--- src/rtl/i281_run_controller.sv ---
// Run/stop/step/breakpoint sequencer that gates the i281 datapath through `run`.
// Optional retired-instruction counter enabled with I281_INSTR_COUNT_EN.
module i281_run_controller #(
   parameter int PC_W  = 6,
   parameter int CNT_W = 16
) (
   input  logic             clock,
   input  logic             reset,
   input  logic             start_btn,
   input  logic             stop_btn,
   input  logic             step_btn,
   input  logic             bp_enable,
   input  logic [PC_W-1:0]  bp_addr,
   input  logic [PC_W-1:0]  current_pc,
   input  logic             multicycle_flag,
   input  logic             next_instr_trigger,
   output logic             run,
   output logic             halted,
   output logic             at_break,
   output logic [1:0]       state,
   output logic [CNT_W-1:0] retired
);

   typedef enum logic [1:0] {
      ST_IDLE  = 2'd0,
      ST_RUN   = 2'd1,
      ST_STEP  = 2'd2,
      ST_BREAK = 2'd3
   } run_state_t;

   run_state_t state_r, state_nxt_s;
   logic start_q_r, stop_q_r, step_q_r;
   logic instr_start_r, skip_bp_r, pend_stop_r, ret_brk_r;
   logic skip_bp_nxt_s, pend_stop_nxt_s, ret_brk_nxt_s;
   logic start_p_s, stop_p_s, step_p_s;
   logic bp_hit_s, run_s, done_s, stop_req_s;

   assign start_p_s  = start_btn & ~start_q_r;
   assign stop_p_s   = stop_btn  & ~stop_q_r;
   assign step_p_s   = step_btn  & ~step_q_r;

   assign bp_hit_s   = bp_enable & instr_start_r & ~skip_bp_r & (current_pc == bp_addr);
   assign run_s      = ((state_r == ST_RUN) & ~bp_hit_s) | (state_r == ST_STEP);
   assign done_s     = run_s & (~multicycle_flag | next_instr_trigger);
   assign stop_req_s = stop_p_s | pend_stop_r;

   // Next-state logic; a stop in RUN is only honoured on an instruction boundary.
   always_comb begin
      state_nxt_s     = state_r;
      skip_bp_nxt_s   = skip_bp_r & ~done_s;
      pend_stop_nxt_s = pend_stop_r;
      ret_brk_nxt_s   = ret_brk_r;
      case (state_r)
         ST_IDLE: begin
            pend_stop_nxt_s = 1'b0;
            if (stop_p_s) begin
               state_nxt_s = ST_IDLE;
            end else if (step_p_s) begin
               state_nxt_s   = ST_STEP;
               ret_brk_nxt_s = 1'b0;
            end else if (start_p_s) begin
               state_nxt_s = ST_RUN;
            end else begin
               state_nxt_s = ST_IDLE;
            end
         end
         ST_RUN: begin
            // Nothing executes on a breakpoint cycle, so an outstanding stop may win there.
            if (bp_hit_s) begin
               state_nxt_s     = stop_req_s ? ST_IDLE : ST_BREAK;
               pend_stop_nxt_s = 1'b0;
            end else if (stop_req_s & done_s) begin
               state_nxt_s     = ST_IDLE;
               pend_stop_nxt_s = 1'b0;
            end else if (stop_p_s) begin
               pend_stop_nxt_s = 1'b1;
            end else begin
               pend_stop_nxt_s = pend_stop_r;
            end
         end
         ST_STEP: begin
            pend_stop_nxt_s = 1'b0;
            if (done_s) begin
               state_nxt_s = ret_brk_r ? ST_BREAK : ST_IDLE;
            end else begin
               state_nxt_s = ST_STEP;
            end
         end
         ST_BREAK: begin
            pend_stop_nxt_s = 1'b0;
            if (stop_p_s) begin
               state_nxt_s = ST_IDLE;
            end else if (step_p_s) begin
               state_nxt_s   = ST_STEP;
               ret_brk_nxt_s = 1'b1;
            end else if (start_p_s) begin
               state_nxt_s   = ST_RUN;
               skip_bp_nxt_s = 1'b1;
            end else begin
               state_nxt_s = ST_BREAK;
            end
         end
         default: begin
            state_nxt_s     = ST_IDLE;
            pend_stop_nxt_s = 1'b0;
         end
      endcase
   end

   // State, button history and instruction-boundary tracking.
   always_ff @(posedge clock or posedge reset) begin
      if (reset) begin
         state_r       <= ST_IDLE;
         start_q_r     <= 1'b0;
         stop_q_r      <= 1'b0;
         step_q_r      <= 1'b0;
         instr_start_r <= 1'b1;
         skip_bp_r     <= 1'b0;
         pend_stop_r   <= 1'b0;
         ret_brk_r     <= 1'b0;
      end else begin
         state_r     <= state_nxt_s;
         start_q_r   <= start_btn;
         stop_q_r    <= stop_btn;
         step_q_r    <= step_btn;
         skip_bp_r   <= skip_bp_nxt_s;
         pend_stop_r <= pend_stop_nxt_s;
         ret_brk_r   <= ret_brk_nxt_s;
         if (run_s) begin
            instr_start_r <= done_s;
         end
      end
   end

`ifdef I281_INSTR_COUNT_EN
   logic [CNT_W-1:0] retired_r;

   // Retired-instruction counter, wraps naturally.
   always_ff @(posedge clock or posedge reset) begin
      if (reset) begin
         retired_r <= {CNT_W{1'b0}};
      end else if (done_s) begin
         retired_r <= retired_r + {{(CNT_W-1){1'b0}}, 1'b1};
      end
   end

   assign retired = retired_r;
`else
   assign retired = {CNT_W{1'b0}};
`endif

   assign run      = run_s;
   assign state    = state_r;
   assign halted   = (state_r == ST_IDLE) | (state_r == ST_BREAK);
   assign at_break = (state_r == ST_BREAK);

endmodule
--- config.mk ---
export PLATFORM = sky130hd
export DESIGN_NAME = i281_run_controller
export DESIGN_NICKNAME = d
export VERILOG_FILES = /design/src/rtl/i281_run_controller.sv
export SDC_FILE = /design/constraint.sdc
export NUM_CORES = 1
export LEC_CHECK = 0
export ABC_AREA = 1
export CAP_MARGIN = 10
export CORE_UTILIZATION = 39
export DETAILED_ROUTE_END_ITERATION = 10
export PLACE_DENSITY = 0.79
export SYNTH_ARGS = -nofsm -noshare
export SYNTH_HDL_FRONTEND = slang
export SYNTH_SLANG_ARGS = --single-unit
export TNS_END_PERCENT = 30
--- constraint.sdc ---
create_clock -name clock -period 1.6 [get_ports clock]
set_clock_uncertainty 0.05 [all_clocks]
set_input_delay 0.24 -clock clock [delete_from_list [all_inputs] [get_ports clock]]
set_output_delay 0.24 -clock clock [all_outputs]
set_load 0.005 [all_outputs]
==> results.yml <==
synthesis:
  synth_seq_cells: 9
  ys_warn_count: 0
  synth_edf_count: 0
  synthFlopType: "dfrtp_1"
  post_synth_num_cell_types: 23
  syn-mean-instance-area_um2: 7.09
  synth_cells: 114
  ys_seq_area_share_pct: 28.0
  synth_area_um2: 808
  async_flop_share_pct: 100
sta:
  min_period_ns: 1.71
  rsz0062_at_grt: "true"
  hold_viol_final: 0
  fmax_mhz: 585
  setup_viol: 2
  finalWorstSetupSlack_ns: -0.109
  maxSlewViolCount: 0
  timing.final.crit_share_pct: 107
critical_path:
  path_max_fanout: 2
  setup.worst_path.start: "instr_start_r"
  cp_slowest_cell: "dfstp_2"
  crit_type: "reg2out"
  crit_family: "flip-flops"
  worstReg2RegStart: "state[1]"
  cp_num_buf_inv: 1
  worstPathCellList: "nand2_2 > nor2_2 > nand2_1 > nor2_2 > nand2_2 > nand2_2 > nand2_2 > clkbuf_2"
  cp.required_ns: 1.31
  crit_path_start_kind: "register"
  worst_setup_path_end_kind: "output pin"
  slowest_delay_ns: 0.54
  cp.arrival_ns: 1.42
  path_common_cell: "nand2_2"
place:
  gp_congestion: 0.871
  pre_cts_slack_ns: -0.400
  io_buffer_count: 24
  dp_hpwl_um: 1360
floorplanning:
  die_area_mm2: 0.00226
  core-area_mm2: 0.00196
  io_pins: 41
  die_w_um: 47.5
  rows: 16
  die_h_um: 47.5
  start_util_pct: 41.2
layout:
  antenna_cells: 0
  final_nets: 184
  num-fill-cells: 181
  multi_input_comb_area_um2: 463
  seqCellArea_um2: 226
  final_layout_size_suffix_gt1_share_pct: 25.3
  final_common_cell: "nand2_1"
  final_cell_mix: "24 x nand2_1, 20 x clkdlybuf4s50_1, 17 x buf_4"
  syn_to_final_growth_pct: 47.1
cts:
  numCtsBuffers: 3
  cts_max_path_buffers: 2
  clkTransAtPathRegs_ns: 0.06
  clk_latency_ns: 0.26
  ctsRootBufferMaster: "clkbuf_4"
  holdBufCountCts: 0
  cts-htree-levels: 1
  tritoncts: "yes"
  cts.sinks: 9
routing:
  wl_met2_um: 851
  antenna_left: 0
  dr.max_layer_used: "met4"
  met3_length_um: 100
  wl_um: 1620
  vias: 794
  drtIter0Drc: 9
  met1_length_um: 649
  drt-pass1-iter-count: 4
  via_per_inst: 4.29
  drcViolationCount: 0
  detail_route.wl_per_cell_um: 8.77
outcome:
  status: "finished with violations"
  violations: "setup timing"
global_routing:
  antenna_found_initial: 0
  grt_overflow: 0
  grt_pass1_vias: 678
  grt_max_degree: 10
  grt_util_all_layers_pct: 15.9
  grt_pass1_wl_um: 2470
power:
  vdd_drop_max_mv: 0.717
  power.density_mw_per_mm2: 1180
  cellLeakagePower_nw: 0.651
  total_power_w: 0.00140
hold_path:
  hold_class: "in2async"
job:
  maxCapViolCount: 0
## flip-flops by register name, summed over array words and instances, names as in the netlist
signal / cells
instr_start_r: 1
state: 2
start_q_r: 1
skip_bp_r: 1
step_q_r: 1
ret_brk_r: 1
pend_stop_r: 1
stop_q_r: 1
## routing by layer
metal  GRT usage (%)  vias to the layer above
met5               0                        -
met4            10.3                        0
li1                -                      409
met2            29.9                       28
met3            1.13                        4
met1            16.9                      353
## synth_stat cells (2+ instances only)
cell / instances / area (µm²)
nor2_1: 8 / 30.0
buf_4: 16 / 120
inv_1: 16 / 60.1
nand4_1: 3 / 18.8
xnor2_1: 4 / 35.0
ha_1: 5 / 62.6
inv_2: 2 / 7.51
nand2_2: 6 / 37.5
nand2_1: 25 / 93.8
nand3_1: 7 / 35.0
dfrtp_1: 8 / 200
a21oi_1: 2 / 10.0
o21ai_0: 2 / 10.0
## worst paths after layout
| path | end | slack (ns) | cells past startpoint |
|---|---|---|---|
| max in group asynchronous | instr_start_r | 1.01 | 2 |
| min in group clock | stop_q_r | 0.39 | 1 |
| setup / recovery | run | -0.11 | 8 |
| hold / removal | start_q_r | 0.19 | 2 |
| setup reg to reg | state[1] | -0.04 | 9 |
| hold reg to reg | instr_start_r | 0.44 | 2 |
## where the power goes
group	switching, W	internal, W	leakage (nW)	total (W)
Combinational	0.000399	0.000490	0.521	0.000889
Sequential	0.0000428	0.000296	0.111	0.000339
Clock	0.0000809	0.0000922	0.0177	0.000173
Total	0.000523	0.000879	0.651	0.00140
## metrics by stage
stage          cells  util, %  setup TNS [ns]  area (µm²)  hold WS [ns]
2_1_floorplan    129        -               0         865        0.0172
3_3_place_gp     175     56.3          -0.435        1100         0.412
3_5_place_dp     175     56.3          -0.522        1100         0.423
4_1_cts          187     60.7          -0.623        1190         0.187
5_1_grt          185     60.6          -0.525        1190         0.235
6_report         185     60.6          -0.152        1190         0.190
## logic make-up after synthesis
group                      Yosys count  share of synthesized area (%)
buffers and inverters               35                           23.8
and+or+nand+nor                     54                           31.7
adders and majority gates            5                           7.74
DFF                                  9                           28.0
AOI/OAI and AO/OA                    6                           3.87
other                                1                          0.464
xor gates and xnor gates             4                           4.33
## repair_timing
item / CTS / global route
buffers inserted: 8 / 0
gates resized for setup: 8 / 4
endpoints found under the hold margin: 0 / 0
pin swaps: 3 / 5
endpoints found under the setup margin: 4 / 5
## area by class of cell
cell class | count | share of cell area [%]
repair buffers | 42 | 31.2
well taps | 27 | 2.84
clock inverters | 1 | 0.421
multi-input cells | 85 | 38.9
flip-flops and latches | 9 | 19.1
inverters | 18 | 5.68
clock buffers | 3 | 1.89
## worst reg2reg max path, stage by stage, from the launching register on
cell and delay [ns]:
dfrtp_1 0.40, buf_4 0.15, ha_1 0.20, buf_4 0.14, a21oi_1 0.13, o21ai_0 0.11, a31oi_1 0.15, nand2_1 0.07
nand3_1 0.07, nand2_1 0.06
Power figures use the tool's default switching activity.
